==> src/rtl/filter_weight_loader.sv <==
// Filter weight loader: streams numWeight words into a slot bank and presents
// taps 0..3 plus the bias slot as registered outputs once a full set is held.
module filter_weight_loader #(
    parameter int unsigned numWeight    = 10,
    parameter int unsigned addressWidth = 4,
    parameter int unsigned dataWidth    = 16
) (
    input  logic                    clk,
    input  logic                    rst_n,
    input  logic                    load_start,
    input  logic                    s_valid,
    input  logic [dataWidth-1:0]    s_data,
    output logic                    s_ready,
    input  logic                    en,
    output logic [dataWidth-1:0]    rdata0,
    output logic [dataWidth-1:0]    rdata1,
    output logic [dataWidth-1:0]    rdata2,
    output logic [dataWidth-1:0]    rdata3,
    output logic [dataWidth-1:0]    bias,
    output logic                    loaded,
    output logic [addressWidth-1:0] word_count
);

    localparam int unsigned LastSlot = numWeight - 1;

    typedef enum logic [1:0] {
        IDLE   = 2'd0,
        LOAD   = 2'd1,
        LOADED = 2'd2
    } state_t;

    state_t                  state_q, state_d;
    logic [addressWidth-1:0] ptr_q, ptr_d;
    logic                    loaded_q, loaded_d;
    logic                    wr_en;
    logic [dataWidth-1:0]    slot_q [numWeight];
    logic [dataWidth-1:0]    rdata0_q, rdata1_q, rdata2_q, rdata3_q, bias_q;

    // State, pointer and loaded flag registers
    always_ff @(posedge clk or negedge rst_n) begin
        if (!rst_n) begin
            state_q  <= IDLE;
            ptr_q    <= '0;
            loaded_q <= 1'b0;
        end else begin
            state_q  <= state_d;
            ptr_q    <= ptr_d;
            loaded_q <= loaded_d;
        end
    end

    // Next-state logic; load_start always wins over a same-cycle transfer
    always_comb begin
        state_d  = state_q;
        ptr_d    = ptr_q;
        loaded_d = loaded_q;
        wr_en    = 1'b0;
        case (state_q)
            IDLE, LOADED: begin
                if (load_start) begin
                    state_d  = LOAD;
                    ptr_d    = '0;
                    loaded_d = 1'b0;
                end
            end
            LOAD: begin
                if (load_start) begin
                    ptr_d = '0;
                end else if (s_valid) begin
                    wr_en = 1'b1;
                    if (ptr_q == addressWidth'(LastSlot)) begin
                        state_d  = LOADED;
                        ptr_d    = '0;
                        loaded_d = 1'b1;
                    end else begin
                        ptr_d = ptr_q + addressWidth'(1);
                    end
                end
            end
            default: begin
                state_d  = IDLE;
                ptr_d    = '0;
                loaded_d = 1'b0;
            end
        endcase
    end

    // Slot bank: one word written per accepted transfer
    always_ff @(posedge clk or negedge rst_n) begin
        if (!rst_n) begin
            for (int i = 0; i < int'(numWeight); i++) begin
                slot_q[i] <= '0;
            end
        end else begin
            for (int i = 0; i < int'(numWeight); i++) begin
                if (wr_en && (ptr_q == addressWidth'(i))) begin
                    slot_q[i] <= s_data;
                end
            end
        end
    end

    // Output read registers, updated only on an enabled read of a complete set
    always_ff @(posedge clk or negedge rst_n) begin
        if (!rst_n) begin
            rdata0_q <= '0;
            rdata1_q <= '0;
            rdata2_q <= '0;
            rdata3_q <= '0;
            bias_q   <= '0;
        end else if (en && (state_q == LOADED)) begin
            rdata0_q <= slot_q[0];
            rdata1_q <= slot_q[1];
            rdata2_q <= slot_q[2];
            rdata3_q <= slot_q[3];
            bias_q   <= slot_q[LastSlot];
        end
    end

    assign s_ready    = (state_q == LOAD);
    assign loaded     = loaded_q;
    assign word_count = ptr_q;
    assign rdata0     = rdata0_q;
    assign rdata1     = rdata1_q;
    assign rdata2     = rdata2_q;
    assign rdata3     = rdata3_q;
    assign bias       = bias_q;

endmodule

==> config.mk <==
export PLATFORM = sky130hd
export DESIGN_NAME = filter_weight_loader
export DESIGN_NICKNAME = d
export VERILOG_FILES = /design/src/rtl/filter_weight_loader.sv
export SDC_FILE = /design/constraint.sdc
export NUM_CORES = 1
export LEC_CHECK = 0
export BUFFER_PORTS_ARGS = -buffer_cell sky130_fd_sc_hd__buf_2
export CORE_MARGIN = 2
export CORE_UTILIZATION = 50
export DETAILED_ROUTE_END_ITERATION = 8
export GPL_TIMING_DRIVEN = 1
export PLACE_DENSITY = 0.7
export SYNTH_ARGS = -nofsm -noshare
export SYNTH_HDL_FRONTEND = slang
export SYNTH_SLANG_ARGS = --single-unit
==> constraint.sdc <==
create_clock -name clk -period 2.1 [get_ports clk]
set_input_delay 0.315 -clock clk [delete_from_list [all_inputs] [get_ports clk]]
set_output_delay 0.315 -clock clk [all_outputs]
set_load 0.005 [all_outputs]
==> impl_metrics.json, run 1 <==
{
  "synth_xor_area_share_pct": 0,
  "gp_congestion": 0.765,
  "worstRegToRegCells": 4,
  "min_period_ps": 1890,
  "min_from": "load_start",
  "finClkSkew_ps": 7.15,
  "hold_class": "in2reg",
  "synthAdderAreaFrac_pct": 0,
  "grt_pass1_wl_um": 19000,
  "ios": 107,
  "synth_edf_count": 0,
  "synthMuxAreaShare_pct": 28.6,
  "critical_path_arrival_ps": 2190,
  "synth_area_leaders": "dfrtp_1 66%, mux2_2 29%, buf_2 0.95%, nand3_2 0.48%, nand4bb_4 0.44%",
  "fin_crit_sh_pct": 90.0,
  "drt_iter0_markers": 153,
  "synth_compound_area_share_pct": 1.39,
  "synth_cell_type_count": 25,
  "crit_family": "simple AND/OR/NAND/NOR gates",
  "reg2reg_from": "state_q[1]",
  "slew_headroom_pct": 66.3,
  "synth_common_cells": "166 x dfrtp_1, 160 x mux2_2, 12 x buf_2",
  "critical-path-slowest-cell": "dfrtp_1",
  "synth_top_family_by_area": "multiplexers",
  "whs_path_depth": 2,
  "initial_core_util_pct": 50.6,
  "vias": 3498,
  "cp.required_ps": 2400,
  "ff_latch_area_mm2": 0.00415,
  "nets": 520,
  "antenna_left": 0,
  "dpl.hpwl_um": 8130,
  "powerDensity_mw_per_mm2": 950,
  "synth_top_area_cell": "dfrtp_1",
  "grt_max_degree": 57,
  "avgSynthCellArea_um2": 16.7,
  "power.leakage_uw": 0.00410,
  "cp_max_fo": 16,
  "ys_seq_area_share_pct": 65.9,
  "fin_setup_tns_ps": 0,
  "finalSetupViolCount": 0,
  "grt_use_total_pct": 19.0,
  "syn_inst": 377,
  "fmax_mhz": 529,
  "synth_nets": 398,
  "fp.dieArea_mm2": 0.0135,
  "n_antenna_cell": 0,
  "synth_top_area_share_pct": 65.9,
  "antenna_found_initial": 0,
  "path_clk_slew_ps": 60,
  "outcome": "complete, no violations",
  "core-area_mm2": 0.0125,
  "synth-seq-cells": 166,
  "path_buf_inv": 0,
  "vias_per_cell": 5.11,
  "crit_chain": "nand4bb_4, nor3_4, nand2_2, mux2_2",
  "die_w_um": 116,
  "drv_slew": 0,
  "ir_drop_v": 0.000563,
  "maxCapViolations": 0,
  "multi_input_area_mm2": 0.00205,
  "rsz0062_at_grt": "false",
  "drtPass1Iterations": 4,
  "slowest_delay_ps": 460,
  "die_y_um": 116,
  "cp-start-kind": "flop",
  "cts_tree": "built",
  "route.detailed.drc": 0,
  "finalHoldViolCount": 0,
  "synthToLayoutAreaGrowth_pct": 22.0,
  "utilization_pct": 61.7,
  "reg2reg_slack_ps": 210,
  "wl_per_cell_um": 17.5,
  "synth_warnings": 0,
  "synth_area_mm2": 0.00631,
  "cts_buffers": 17,
  "synthSimpleGateAreaFrac_pct": 2.58,
  "port_buffers": 106,
  "fp-row-count": 41,
  "async_flop_share_pct": 100,
  "min_to": "state_q[1]",
  "synth_ff_type": "dfrtp_1",
  "r2r_end": "slot_q[137]",
  "clk_latency_ps": 420,
  "criticalPathCategory": "reg2reg",
  "drive_gt1_share_pct": 62.1,
  "tightestPinTransition_ps": 505,
  "cts.sink_count": 166,
  "cts_setup_buffers": 0,
  "clk_path_buf_depth": 2,
  "cts_max_level": 4,
  "synth.most_common_cell": "dfrtp_1",
  "cts_root_buf": "clkbuf_16",
  "fillers": 977,
  "grt_pass1_vias": 3506,
  "grt-ovfl-total": 0,
  "routed_wl_um": 12000,
  "critPathCaptureType": "flop"
}
-- worst max-delay path by stage --
| stage | endpoint | cells past startpoint | slack [ps] | start |
|---|---|---|---|---|
| final | slot_q[137] | 4 | 210 | state_q[1] |
| after global routing | slot_q[137] | 4 | 100 | state_q[1] |
| after CTS | slot_q[137] | 4 | 200 | state_q[1] |
| after detailed placement | slot_q[138] | 4 | 210 | state_q[1] |
| after global placement | slot_q[129] | 4 | 340 | state_q[1] |
| after floorplan | slot_q[101] | 5 | 400 | state_q[1] |
-- timing repair --
item | in CTS | in global routing
hold buffers | 1 | 0
hold endpoints to repair | 51 | 0
resized for setup | 0 | 0
-- worst reg2reg max path, stage by stage, from the launching register on --
cell and delay, ps:
dfrtp_1 460, nand4bb_4 310, nor3_4 270, nand2_2 350
mux2_2 390
-- state kept, by name (all words and copies together) (netlist names) --
signal	flops
rdata1	16
rdata3	16
word_count	4
rdata0	16
rdata2	16
state_q	2
slot_q	80
bias	16
-- through the flow --
stage,hold WS [ps],total power [uW],worst slack [ps],area [um2],instances
after floorplan,19.4,4080,399,6310,377
after global placement,301,4260,338,7090,651
after detailed placement,309,4320,214,7090,651
after CTS,148,7400,200,7700,684
after global routing,159,7620,101,7700,684
final,176,7310,211,7700,684
-- metal layers --
metal / wire length (um) / GRT usage (%) / vias up / share of wire, %
li1: - / - / 1595 / -
met1: 5360 / 25.1 / 1807 / 45
met2: 5940 / 29.8 / 81 / 49
met3: 532 / 5.97 / 15 / 4.4
met4: 170 / 6.98 / 0 / 1.4
met5: 0 / 0 / - / 0
-- power by group --
| part | switching, uW | internal [uW] |
|---|---|---|
| Clock | 1220 | 1850 |
| Sequential | 184 | 3550 |
| Combinational | 208 | 308 |
| Total | 1610 | 5710 |
-- cell type report --
| class | count | area share (%) |
|---|---|---|
| clock buffer | 21 | 6.11 |
| clock inverter | 11 | 1.61 |
| inverter | 2 | 0.0975 |
| multi-input combinational | 193 | 26.7 |
| sequential | 166 | 54.0 |
| tap | 172 | 2.80 |
| timing repair buffer | 119 | 8.76 |
-- logic make-up (layout without fill, tap and decap cells) --
group                  after synthesis  count (layout)
DFF                                166             166
and+or+nand+nor                     19              19
muxes                              160             160
AOI/OAI and AO/OA                   14              14
buffers and inverters               18             153
-- placed cells by master, fill, tap and decap left out, types with 2 or more instances in the layout --
| cell type | Yosys | final |
|---|---|---|
| buf_12 | 0 | 3 |
| a21oi_1 | 4 | 4 |
| bufinv_16 | 0 | 2 |
| buf_4 | 1 | 9 |
| nand3b_1 | 2 | 2 |
| nand2b_1 | 2 | 2 |
| nor2b_1 | 3 | 3 |
| clkinv_4 | 0 | 2 |
| clkinv_2 | 0 | 3 |
| dfrtp_1 | 166 | 166 |
| nand3_2 | 3 | 3 |
| clkbuf_8 | 0 | 3 |
| buf_2 | 12 | 105 |
| clkbuf_16 | 0 | 17 |
| mux2_2 | 160 | 160 |
| inv_1 | 2 | 2 |
| o21ai_0 | 5 | 5 |
| o41ai_1 | 2 | 2 |
| clkinvlp_4 | 0 | 3 |
| nor2_1 | 2 | 2 |
Note: power is estimated with default switching activity, not from simulation.
==> run 2: changes to the inputs <==
PLACE_DENSITY = 0.73   (was 0.7)
clock period = 1.6 ns   (was 2.1 ns; I/O delays follow)
==> run 2 against run 1 <==
Net effect:
- clock power is 27% higher
- worst hold slack worse by 63 ps
- total power increased by 30%
- register-to-register slack got worse by 210 ps
- clock skew down 0.95 ps
- routed wire length grew 3.2%
- fmax up 18%
- first-iteration DRC count grew 44%
- worst setup slack got worse by 210 ps
- die area did not move
- count of clock-buffer cells in the layout did not move
- non-clock buffer count grew 10
==> impl_metrics.json, run 2 (same netlist as run 1, synthesis figures left out) <==
{
  "fmax_mhz": 627,
  "dpl.hpwl_um": 8380,
  "powerDensity_mw_per_mm2": 1220,
  "critical_path_arrival_ps": 1890,
  "gr-usage-met3_pct": 5.50,
  "antenna_left": 0,
  "largest_reg_flops": 80,
  "ir_drop_v": 0.000664,
  "finalHoldViolCount": 0,
  "layout_commonest_cell": "dfrtp_1",
  "mostFrequentLayoutCells": "166 x dfrtp_1, 160 x mux2_2, 105 x buf_2, 17 x clkbuf_16",
  "path_clk_slew_ps": 60,
  "initial_core_util_pct": 50.6,
  "cts_tree": "built",
  "clk_latency_ps": 420,
  "finClkSkew_ps": 6.20,
  "core-area_mm2": 0.0125,
  "slew_headroom_pct": 73.0,
  "fin_crit_sh_pct": 99.7,
  "power.leakage_uw": 0.00418,
  "finalSetupViolCount": 0,
  "fp.dieArea_mm2": 0.0135,
  "antenna_found_initial": 0,
  "critPathCaptureType": "flop",
  "port_buffers": 106,
  "fp-row-count": 41,
  "instances_no_fill": 691,
  "critical-path-slowest-cell": "dfrtp_1",
  "maxCapViolations": 0,
  "regMostFlops": "slot_q",
  "grt-ovfl-total": 0,
  "grt_pass1_wl_um": 19500,
  "drv_slew": 0,
  "route.detailed.drc": 0,
  "cts.sink_count": 166,
  "nets": 530,
  "path_buf_inv": 1,
  "rsz0062_at_grt": "true",
  "criticalPathCategory": "reg2reg",
  "crit_family": "simple AND/OR/NAND/NOR gates",
  "routed_wl_um": 12400,
  "cts_max_level": 4,
  "vias": 3559,
  "crit_chain": "nand4bb_4, nor3_4, nand3_2, buf_12, mux2_2",
  "tightestPinTransition_ps": 405,
  "clk_path_buf_depth": 2,
  "cp_max_fo": 16,
  "cts_root_buf": "clkbuf_16",
  "groute.layer.met1.usage_pct": 25.8,
  "grt_max_degree": 80,
  "hold_class": "in2reg",
  "busiest_layer": "met2",
  "drive_gt1_share_pct": 62.6,
  "outcome": "complete, no violations",
  "gp_congestion": 0.833,
  "synthToLayoutAreaGrowth_pct": 24.3,
  "grt_use_total_pct": 19.5,
  "grt_util_met2_pct": 30.7,
  "cp-start-kind": "flop",
  "die_y_um": 116,
  "vias_per_cell": 5.15,
  "reg2reg_slack_ps": 4,
  "dp.cells": 660,
  "cp.required_ps": 1900,
  "ios": 107,
  "die_w_um": 116,
  "grt_pass1_vias": 3652,
  "hold_slack_ps": 112,
  "fillers": 942,
  "slowest_delay_ps": 380,
  "n_antenna_cell": 0,
  "min_period_ps": 1600,
  "drtPass1Iterations": 4,
  "wl_per_cell_um": 17.9,
  "cts_buffers": 17,
  "drt_iter0_markers": 220
}
## run 2: routing by layer
layer  part of all wire [%]  vias up
li1                       -     1606
met1                     44     1852
met2                     49       84
met3                    4.7       17
met4                    2.1        0
met5                      0        -
## run 2: per-stage QoR
step	util, %	total power, uW	setup TNS, ps	worst slack, ps	area [um2]
after CTS	62.8	9620	-7.80	-7.80	7830
final	62.9	9540	0	4.17	7840
after global routing	62.9	9940	-2510	-74.5	7840
after floorplan	-	5360	-2990	-79.4	6320
after detailed placement	58.1	5700	0	4.61	7250
after global placement	58.1	5630	0	61.7	7250
## run 2: path summary, 6_finish.rpt
path | startpoint | endpoint | cells past startpoint
setup reg to reg | state_q[1] | slot_q[114] | 5
setup / recovery | state_q[1] | slot_q[114] | 5
max in group asynchronous | rst_n | slot_q[126] | 3
hold reg to reg | bias[9] | bias[9] | 1
min in group asynchronous | rst_n | rdata2[6] | 2
hold / removal | s_data[14] | slot_q[14] | 2
## run 2: final cells by class
cell class,instances,area (um2),area share [%]
sequential,166,4150,53.0
multi-input combinational,193,2060,26.2
timing repair buffer,129,845,10.8
clock buffer,21,460,5.87
tap,172,215,2.74
clock inverter,8,101,1.29
inverter,2,7.51,0.0958
## run 2: power by group
part / switching (uW) / internal (uW) / leakage [uW]
clock: 1550 / 2350 / 0.000267
sequential: 251 / 4670 / 0.00222
combinational: 295 / 424 / 0.00169
## run 2: repair_timing
action                                  CTS  global route
pin swaps                                 0             1
gates resized for setup                   2             2
endpoints found under the setup margin    2            73
endpoints found under the hold margin    21             0
buffers inserted                          0             1
hold buffers                              1             0
==> run 3: changes to the inputs <==
CORE_MARGIN = not set   (was 2)
REMOVE_ABC_BUFFERS = 1   (was not set)
SLEW_MARGIN = 20   (was not set)
==> run 3 against run 2 <==
Net effect:
- the run now ends with setup timing left
- combinational power decreased by 0.6%
- via count grew 0.62%
- routed wire length down 1.4%
- flip-flop and latch count unchanged
- largest cell class unchanged
==> impl_metrics.json, run 3 (same netlist as run 1, synthesis figures left out) <==
{
  "clk_path_buf_depth": 2,
  "finClkSkew_ps": 7.87,
  "power.leakage_uw": 0.00422,
  "cts.sink_count": 166,
  "layout_commonest_cell": "dfrtp_1",
  "min_period_ps": 1610,
  "route.detailed.drc": 0,
  "fp.dieArea_mm2": 0.0131,
  "cts_setup_buffers": 0,
  "largest_reg_flops": 80,
  "rsz0062_at_grt": "true",
  "routed_wl_um": 12200,
  "fmax_mhz": 620,
  "vias": 3581,
  "outcome": "complete, but fails checks",
  "die_w_um": 114,
  "highest_layer": "met4",
  "n_antenna_cell": 0,
  "criticalPathCategory": "reg2reg",
  "antenna_left": 0,
  "maxCapViolations": 0,
  "regMostFlops": "slot_q",
  "cts_tree": "built",
  "dpl.hpwl_um": 8180,
  "utilization_pct": 65.0,
  "drtPass1Iterations": 4,
  "met1_length_um": 5470,
  "ff_latch_area_mm2": 0.00416,
  "instances_no_fill": 693,
  "vias_per_cell": 5.17,
  "finalPower_uw": 9930,
  "core-area_mm2": 0.0122,
  "finalHoldViolCount": 0,
  "multi_input_area_mm2": 0.00205,
  "drt_iter0_markers": 162,
  "cts_max_level": 4,
  "gp_congestion": 0.777,
  "worst_slack_ps": -11.9,
  "grt_pass1_wl_um": 20000,
  "grt_pass1_vias": 3729,
  "placed_area_mm2": 0.00725,
  "path_clk_slew_ps": 60,
  "port_buffers": 106,
  "nets": 533,
  "met3_length_um": 578,
  "wl_per_cell_um": 17.6,
  "cts_root_buf": "clkbuf_16",
  "fillers": 907,
  "grt_max_degree": 52,
  "grt_use_total_pct": 20.7,
  "dp.cells": 660,
  "powerDensity_mw_per_mm2": 1260,
  "antenna_found_initial": 0,
  "initial_core_util_pct": 51.9,
  "violations": "setup timing",
  "hold_class": "in2reg",
  "critical_path_arrival_ps": 1910,
  "ir_drop_v": 0.000633,
  "tightestPinTransition_ps": 472,
  "fin_setup_tns_ps": -81.8,
  "cp.required_ps": 1900,
  "drv_slew": 0,
  "drive_gt1_share_pct": 63.0,
  "design_area_mm2": 0.00791,
  "wl_met2_um": 5980,
  "fp-row-count": 40,
  "mostFrequentLayoutCells": "165 x dfrtp_1, 160 x mux2_2, 105 x buf_2, 17 x clkbuf_16, 13 x buf_4",
  "ios": 107,
  "fin_crit_sh_pct": 101,
  "grt-ovfl-total": 0,
  "synthToLayoutAreaGrowth_pct": 25.4,
  "cp_max_fo": 13,
  "cts_buffers": 17,
  "critPathCaptureType": "flop",
  "cp-start-kind": "flop",
  "die_y_um": 114,
  "finalSetupViolCount": 16,
  "slew_headroom_pct": 68.6,
  "clk_latency_ps": 420
}
==> run 3: cell types whose count changed in the layout (fill, tap and decap cells not counted), sizes merged <==
cell	previous run	this run
bufinv	2	4
clkinv	2	5
buf	128	131
clkinvlp	3	1
==> run 3: worst paths after layout <==
check | from | end | slack, ps | depth (start not counted)
worst min-delay path | s_data[10] | slot_q[106] | 120 | 2
worst max register to register | state_q[1] | slot_q[114] | -10 | 5
min in group asynchronous | rst_n | word_count[3] | 350 | 2
max in group asynchronous | rst_n | slot_q[159] | 650 | 3
worst min register to register | bias[4] | bias[4] | 500 | 1
worst max-delay path | state_q[1] | slot_q[114] | -10 | 5
==> run 3: worst max-delay path, cell delays in order (launching register included) <==
cell and delay (ps):
dfrtp_1 380, nand4bb_4 260, nor3_4 250, nand3_2 160, buf_12 180, mux2_2 270
==> run 3: layout make-up <==
class                   instances  share of cell area [%]
flip-flops and latches        166                    52.5
multi-input cells             193                    25.9
repair buffers                132                    10.7
clock buffers                  21                    5.82
well taps                     168                    2.66
clock inverters                11                    2.18
inverters                       2                  0.0949
==> run 3: power breakdown <==
part           total (uW)  internal [uW]  switching [uW]
clock                4310           2700            1610
combinational         714            429             285
sequential           4900           4670             237
total                9930           7800            2130
==> run 3: repair_timing <==
action                                  CTS  global route
hold buffers                              1             0
endpoints found under the setup margin   64            64
endpoints found under the hold margin    39             0
gates resized for setup                   1             4
==> run 3: metrics by stage <==
stage,worst slack [ps],hold slack (ps)
3_3_place_gp,41.2,203
6_report,-11.9,116
5_1_grt,-89.0,109
4_1_cts,-22.7,97.9
2_1_floorplan,-1730,-55.6
3_5_place_dp,-18.6,207
==> run 3: routing by layer <==
metal	up-vias	global-route usage, %
li1	1617	-
met1	1853	27.2
met2	95	32.2
met3	16	6.09
met4	0	9.09
met5	-	0
